$ cat config.mk
export PLATFORM = sky130hd
export DESIGN_NAME = rc5_key_loader_flat
export DESIGN_NICKNAME = d
export VERILOG_FILES = /design/src/rtl/rc5_key_loader_if.sv /design/src/rtl/rc5_key_loader.sv /design/src/flat_wrapper.sv
export SDC_FILE = /design/constraint.sdc
export NUM_CORES = 1
export LEC_CHECK = 0
export BUFFER_PORTS_ARGS = -buffer_cell sky130_fd_sc_hd__buf_2
export CAP_MARGIN = 20
export CORE_MARGIN = 2
export CORE_UTILIZATION = 44
export CTS_CLUSTER_DIAMETER = 60
export DETAILED_ROUTE_END_ITERATION = 10
export PLACE_DENSITY = 0.69
export SYNTH_ARGS = -nofsm -noshare
export SYNTH_HDL_FRONTEND = slang
export SYNTH_SLANG_ARGS = --single-unit
$ cat constraint.sdc
create_clock -name clk -period 5.16 [get_ports clk]
set_clock_uncertainty 0.15 [all_clocks]
set_input_delay 1.032 -clock clk [delete_from_list [all_inputs] [get_ports clk]]
set_output_delay 1.032 -clock clk [all_outputs]
set_load 0.02 [all_outputs]
$ cat src/rtl/rc5_key_loader_if.sv
// Purpose : signal bundle between the RC5 key loader, its control source,
//           the key byte RAM (read side) and the L word RAM (write side).
// Ports   : control (start, key_len, busy, done, c_out), key RAM read
//           (key_address, key_data), L RAM write (L_address, L_wdata, L_we).
// Modports: master = the loader itself; slave = controller and memories.
interface rc5_key_loader_if #(
    parameter int W     = 32,
    parameter int B_MAX = 16
) ();
    localparam int U     = W / 8;
    localparam int C_MAX = (B_MAX + U - 1) / U;
    localparam int KL    = $clog2(B_MAX + 1);
    localparam int KA    = (B_MAX > 1) ? $clog2(B_MAX) : 1;
    localparam int CA    = (C_MAX > 1) ? $clog2(C_MAX) : 1;

    // control
    logic          start;
    logic [KL-1:0] key_len;
    logic          busy;
    logic          done;
    logic [CA:0]   c_out;
    // key RAM read port
    logic [KA-1:0] key_address;
    logic [7:0]    key_data;
    // L RAM write port
    logic [CA-1:0] L_address;
    logic [W-1:0]  L_wdata;
    logic          L_we;

    modport master (
        input  start, key_len, key_data,
        output busy, done, c_out, key_address, L_address, L_wdata, L_we
    );

    modport slave (
        output start, key_len, key_data,
        input  busy, done, c_out, key_address, L_address, L_wdata, L_we
    );
endinterface

$ cat src/rtl/rc5_key_loader.sv
// Purpose : RC5 key-expansion front end; packs b key bytes (little-endian)
//           into the L word array, one key byte fetched per cycle.
// Latency : b+3 cycles from accepted start to done (2 cycles when b=0).
// Backpressure: none; start is only honoured in IDLE, otherwise ignored.
// Ports   : clk, rst (async active-low), bus (rc5_key_loader_if.master):
//           start/key_len in, busy/done/c_out out, key RAM read address out
//           with byte returned one cycle later, L RAM write port out.
module rc5_key_loader #(
    parameter int W     = 32,
    parameter int B_MAX = 16
) (
    input  logic                  clk,
    input  logic                  rst,
    rc5_key_loader_if.master      bus
);
    localparam int U     = W / 8;
    localparam int UL    = $clog2(U);
    localparam int C_MAX = (B_MAX + U - 1) / U;
    localparam int KL    = $clog2(B_MAX + 1);
    localparam int KA    = (B_MAX > 1) ? $clog2(B_MAX) : 1;
    localparam int CA    = (C_MAX > 1) ? $clog2(C_MAX) : 1;

    typedef enum logic [2:0] {
        IDLE  = 3'd0,
        ZERO  = 3'd1,
        FETCH = 3'd2,
        DRAIN = 3'd3,
        FIN   = 3'd4
    } state_t;

    state_t state, state_nxt;

    logic          busy_c;
    logic          done_c;
    logic          accept;
    logic [KL-1:0] b_in;
    logic [KL:0]   b_round;
    logic [CA:0]   c_calc;

    logic [KA-1:0] key_address;
    logic [CA-1:0] l_address;
    logic [W-1:0]  l_wdata;
    logic          l_we;
    logic [CA:0]   c_out;

    // Word-local accumulator: holds at most U-1 bytes of the word being
    // built, the final byte completes the word straight into l_wdata.
    logic [W-9:0]  acc;
    logic [W-1:0]  fold;
    // Read pipeline: marks the cycle in which key_data belongs to rd_idx.
    logic          rd_vld;
    logic [KA-1:0] rd_idx;

    // Length latch inputs: oversize lengths clamp to B_MAX.
    assign b_in    = (bus.key_len > KL'(B_MAX)) ? KL'(B_MAX) : bus.key_len;
    assign b_round = {1'b0, b_in} + (KL + 1)'(U - 1);
    assign c_calc  = (b_in == '0) ? (CA + 1)'(1) : (CA + 1)'(b_round >> UL);
    assign accept  = (state == IDLE) && bus.start;

    // Bytes arrive highest index first, so shifting left places each new
    // byte below the previous ones: little-endian packing falls out.
    assign fold = {acc, bus.key_data};

    // State register
    always_ff @(posedge clk or negedge rst) begin
        if (!rst) begin
            state <= IDLE;
        end else begin
            state <= state_nxt;
        end
    end

    // Next-state and status outputs
    always_comb begin
        state_nxt = state;
        busy_c    = 1'b0;
        done_c    = 1'b0;
        case (state)
            IDLE: begin
                if (bus.start) begin
                    state_nxt = (b_in == '0) ? ZERO : FETCH;
                end
            end
            ZERO: begin
                busy_c    = 1'b1;
                state_nxt = FIN;
            end
            FETCH: begin
                busy_c = 1'b1;
                // Address 0 is the last byte issued.
                if (key_address == '0) begin
                    state_nxt = DRAIN;
                end
            end
            DRAIN: begin
                busy_c = 1'b1;
                // Word 0 is always the final write of a run.
                if (l_we && (l_address == '0)) begin
                    state_nxt = FIN;
                end
            end
            FIN: begin
                done_c    = 1'b1;
                state_nxt = IDLE;
            end
            default: begin
                state_nxt = IDLE;
            end
        endcase
    end

    // Datapath: address generation, byte folding, L writes
    always_ff @(posedge clk or negedge rst) begin
        if (!rst) begin
            key_address <= '0;
            l_address   <= '0;
            l_wdata     <= '0;
            l_we        <= 1'b0;
            c_out       <= '0;
            acc         <= '0;
            rd_vld      <= 1'b0;
            rd_idx      <= '0;
        end else begin
            l_we   <= 1'b0;
            rd_vld <= (state == FETCH);
            rd_idx <= key_address;

            if (accept) begin
                c_out <= c_calc;
                acc   <= '0;
                if (b_in == '0) begin
                    // Empty key: a single all-zero word.
                    l_we      <= 1'b1;
                    l_address <= '0;
                    l_wdata   <= '0;
                end else begin
                    key_address <= KA'(b_in - 1'b1);
                end
            end

            if ((state == FETCH) && (key_address != '0)) begin
                key_address <= key_address - 1'b1;
            end

            if (rd_vld) begin
                if (rd_idx[UL-1:0] == '0) begin
                    // Byte j*U closes word j; the next word starts empty.
                    l_we      <= 1'b1;
                    l_address <= CA'(rd_idx >> UL);
                    l_wdata   <= fold;
                    acc       <= '0;
                end else begin
                    acc <= fold[W-9:0];
                end
            end
        end
    end

    assign bus.busy        = busy_c;
    assign bus.done        = done_c;
    assign bus.c_out       = c_out;
    assign bus.key_address = key_address;
    assign bus.L_address   = l_address;
    assign bus.L_wdata     = l_wdata;
    assign bus.L_we        = l_we;
endmodule

$ cat src/flat_wrapper.sv
// flat-port wrapper written by rule: the top's interface ports become plain ports
module rc5_key_loader_flat 
#(
    parameter int W     = 32,
    parameter int B_MAX = 16
)
  (clk, rst, bus_start, bus_key_len, bus_key_data, bus_busy, bus_done, bus_c_out, bus_key_address, bus_L_address, bus_L_wdata, bus_L_we);
  rc5_key_loader_if #(.W(W), .B_MAX(B_MAX)) bus_i ();
  input  logic clk;
  input  logic rst;
  input wire logic [$bits(bus_i.start)-1:0] bus_start;
  input wire logic [$bits(bus_i.key_len)-1:0] bus_key_len;
  input wire logic [$bits(bus_i.key_data)-1:0] bus_key_data;
  output wire logic [$bits(bus_i.busy)-1:0] bus_busy;
  output wire logic [$bits(bus_i.done)-1:0] bus_done;
  output wire logic [$bits(bus_i.c_out)-1:0] bus_c_out;
  output wire logic [$bits(bus_i.key_address)-1:0] bus_key_address;
  output wire logic [$bits(bus_i.L_address)-1:0] bus_L_address;
  output wire logic [$bits(bus_i.L_wdata)-1:0] bus_L_wdata;
  output wire logic [$bits(bus_i.L_we)-1:0] bus_L_we;
  assign bus_i.start = bus_start;
  assign bus_i.key_len = bus_key_len;
  assign bus_i.key_data = bus_key_data;
  assign bus_busy = bus_i.busy;
  assign bus_done = bus_i.done;
  assign bus_c_out = bus_i.c_out;
  assign bus_key_address = bus_i.key_address;
  assign bus_L_address = bus_i.L_address;
  assign bus_L_wdata = bus_i.L_wdata;
  assign bus_L_we = bus_i.L_we;
  rc5_key_loader #(.W(W), .B_MAX(B_MAX)) u_core (.clk(clk), .rst(rst), .bus(bus_i));
endmodule
==> results.cfg <==
[placement]
postPlaceCellArea_mm2 = 0.00321
place.gp.congestion = 0.738
place_inst = 330
dp_hpwl_um = 3580
port_buffers = 59
place_ws_ns = 2.42

[yosys]
synth_top_cell_by_area = dfrtp_1
synthFlopType = dfrtp_1
syn-num-nets = 223
syn_inst = 206
synth-async-reset-ratio_pct = 100
yosysSeqAreaShare_pct = 65.1
synthDistinctLibCells = 41
synth_edf_count = 0
yosys_warnings = 0
synthesis.area_mm2 = 0.00284
yosysMostFrequentCell = dfrtp_1
synth-seq-cells = 74
synthTopCellsByCount = 74 x dfrtp_1, 58 x a22o_1, 8 x clkbuf_1
synth.area.top_cells = dfrtp_1 65%, a22o_1 18%, clkbuf_1 1.1%, nor3b_2 0.88%, nand2_1 0.79%
syn_avg_cell_area_um2 = 13.8
yosysTopAreaCellShare_pct = 65.1

[setup_path]
start_kind = register
required_ns = 3.98
crit_arrival_ns = 1.24
critPathKind = register to output pin
cp_cell_sequence = nor2_1 -> and2_1 -> buf_2
slowest_delay_ns = 0.47
reg2reg_depth = 6
endpoint_kind = output pin
cpMaxStageDelayCell = dfrtp_1
path_max_fanout = 8

[floorplanning]
die_area_mm2 = 0.00712
core_mm2 = 0.00631
placement_rows = 29
start_util_pct = 45.0
pin_count = 60
dieHeight_um = 84.4
die_w_um = 84.4

[global_routing]
overflow = 0
grt_pass1_vias = 1768
antenna_found_initial = 0
track_usage_pct = 16.3
grt_max_degree = 75
grt_pass1_wl_um = 9170

[outcome]
status = complete, no violations

[cells_and_area]
fin_cells = 345
areaGrowthSynthToFinish_pct = 18.4
nNetsFinal = 281
fillCellCount = 563
multi_input_area_um2 = 938
final_core_util_pct = 53.3
regArea_mm2 = 0.00185
antenna_cells = 0
final_area_mm2 = 0.00337
drive_gt1_share_pct = 31.0

[timing]
setup_viol_count_final = 0
min_period_ns = 2.42
slew_violations = 0
period_share_pct = 46.9
setup_ws_ns = 2.74
slew_headroom_pct = 32.1
fmax_mhz = 413
rsz0062_at_grt = no
hold_viol_final = 0
whs_ns = 0.329
max_slew.worst_pin.slew_ns = 1.02
fin_setup_tns_ns = 0

[job]
cap_violations = 0

[clocking]
htree_levels = 3
cts_root_buffer = clkbuf_8
clock_path_buffers = 2
post_cts.repair.setup_buffers = 0
clk_pin_slew_worst_paths_ns = 0.07
cts_hold_buf = 0
clock_latency_ns = 0.34
cts_resized = 0
cts.sink_count = 74
cts_tree = built
cts_made_buffers = 9

[routing]
drc = 0
drtIter0Drc = 193
met2_length_um = 2400
wirelength_um = 5620
via_per_inst = 5.48
dr_wl_met3_um = 268
num_vias = 1892
wl_per_cell_um = 16.3
drtAntennaViolNets = 0
top_layer = met4
first_pass_iters = 4
wl_met1_um = 2850

[power_and_ir_drop]
ir_drop_mv = 0.290
power_mw = 2.33
powerDensity_mw_per_mm2 = 693
leakage_nw = 1.72

[hold_path]
hold_class = register to register
hold_depth = 1
## worst paths after layout
path / start / slack, ns / to
worst min-delay path: u_core.rd_idx[3]$_DFF_PN0_ / 0.33 / u_core.bus.L_address[1]$_DFF_PN0_
min in group asynchronous: rst / 0.65 / u_core.bus.key_address[1]$_DFFE_PN0P_
worst max register to register: u_core.bus.key_address[1]$_DFFE_PN0P_ / 2.82 / u_core.bus.key_address[2]$_DFFE_PN0P_
worst min register to register: u_core.rd_idx[3]$_DFF_PN0_ / 0.33 / u_core.bus.L_address[1]$_DFF_PN0_
max in group asynchronous: rst / 3.61 / u_core.bus.L_wdata[26]$_DFF_PN0_
worst max-delay path: u_core.state[0]$_DFFE_PN0P_ / 2.74 / bus_done
## worst max-delay path: cells and delay by family (launching register included)
| family | cells | cell delay (ns) |
|---|---|---|
| simple gates | 2 | 0.28 |
| flops | 1 | 0.47 |
| buf+inv | 1 | 0.15 |
## cell usage in the layout, fill, tap and decap left out, types with 2 or more instances in the layout
| cell type | netlist | final |
|---|---|---|
| a211oi_1 | 2 | 2 |
| a21oi_1 | 4 | 4 |
| a22o_1 | 58 | 58 |
| a22oi_1 | 2 | 2 |
| and2_1 | 3 | 3 |
| buf_2 | 4 | 58 |
| buf_4 | 0 | 2 |
| clkbuf_8 | 0 | 9 |
| clkinv_2 | 0 | 3 |
| clkinv_4 | 0 | 2 |
| dfrtp_1 | 74 | 74 |
| inv_1 | 4 | 4 |
| nand2_1 | 6 | 6 |
| nor2_1 | 6 | 5 |
| nor2_2 | 1 | 2 |
| o21ai_0 | 4 | 4 |
| o31ai_1 | 2 | 2 |
## report_power, final
group / total [mW] / switching [mW] / internal (mW) / leakage [nW]
Sequential: 1.01 / 0.184 / 0.827 / 0.944
Clock: 0.376 / 0.205 / 0.171 / 0.0859
Combinational: 0.946 / 0.542 / 0.404 / 0.694
## sequential cells by signal, summed over array words and instances (netlist names)
signal	cells
u_core.bus.L_address	2
u_core.rd_vld	1
u_core.rd_idx	4
u_core.state	3
u_core.acc	24
u_core.bus.c_out	3
u_core.bus.L_wdata	32
u_core.bus.key_address	4
u_core.bus.L_we	1
## logic make-up after synthesis
| kind of cell | after synthesis | share of synthesized area, % |
|---|---|---|
| compound gates | 83 | 24.3 |
| buf+inv | 17 | 2.68 |
| simple gates | 28 | 6.29 |
| mux | 2 | 0.880 |
| flops | 74 | 65.1 |
| fa+ha+maj | 1 | 0.440 |
| xor+xnor | 1 | 0.308 |
## cell type report
type / count / share of cell area, %
clock buffers: 10 / 3.79
clock inverters: 5 / 0.966
inverters: 4 / 0.446
multi-input cells: 115 / 27.9
flip-flops and latches: 74 / 55.0
well taps: 77 / 2.86
repair buffers: 60 / 9.07
## metal layers
metal	global-route usage [%]	vias up
met4	7.36	0
met2	21.6	43
met5	0	-
met3	3.83	11
met1	25.5	929
li1	-	909
Note: power is estimated with default switching activity, not from simulation.
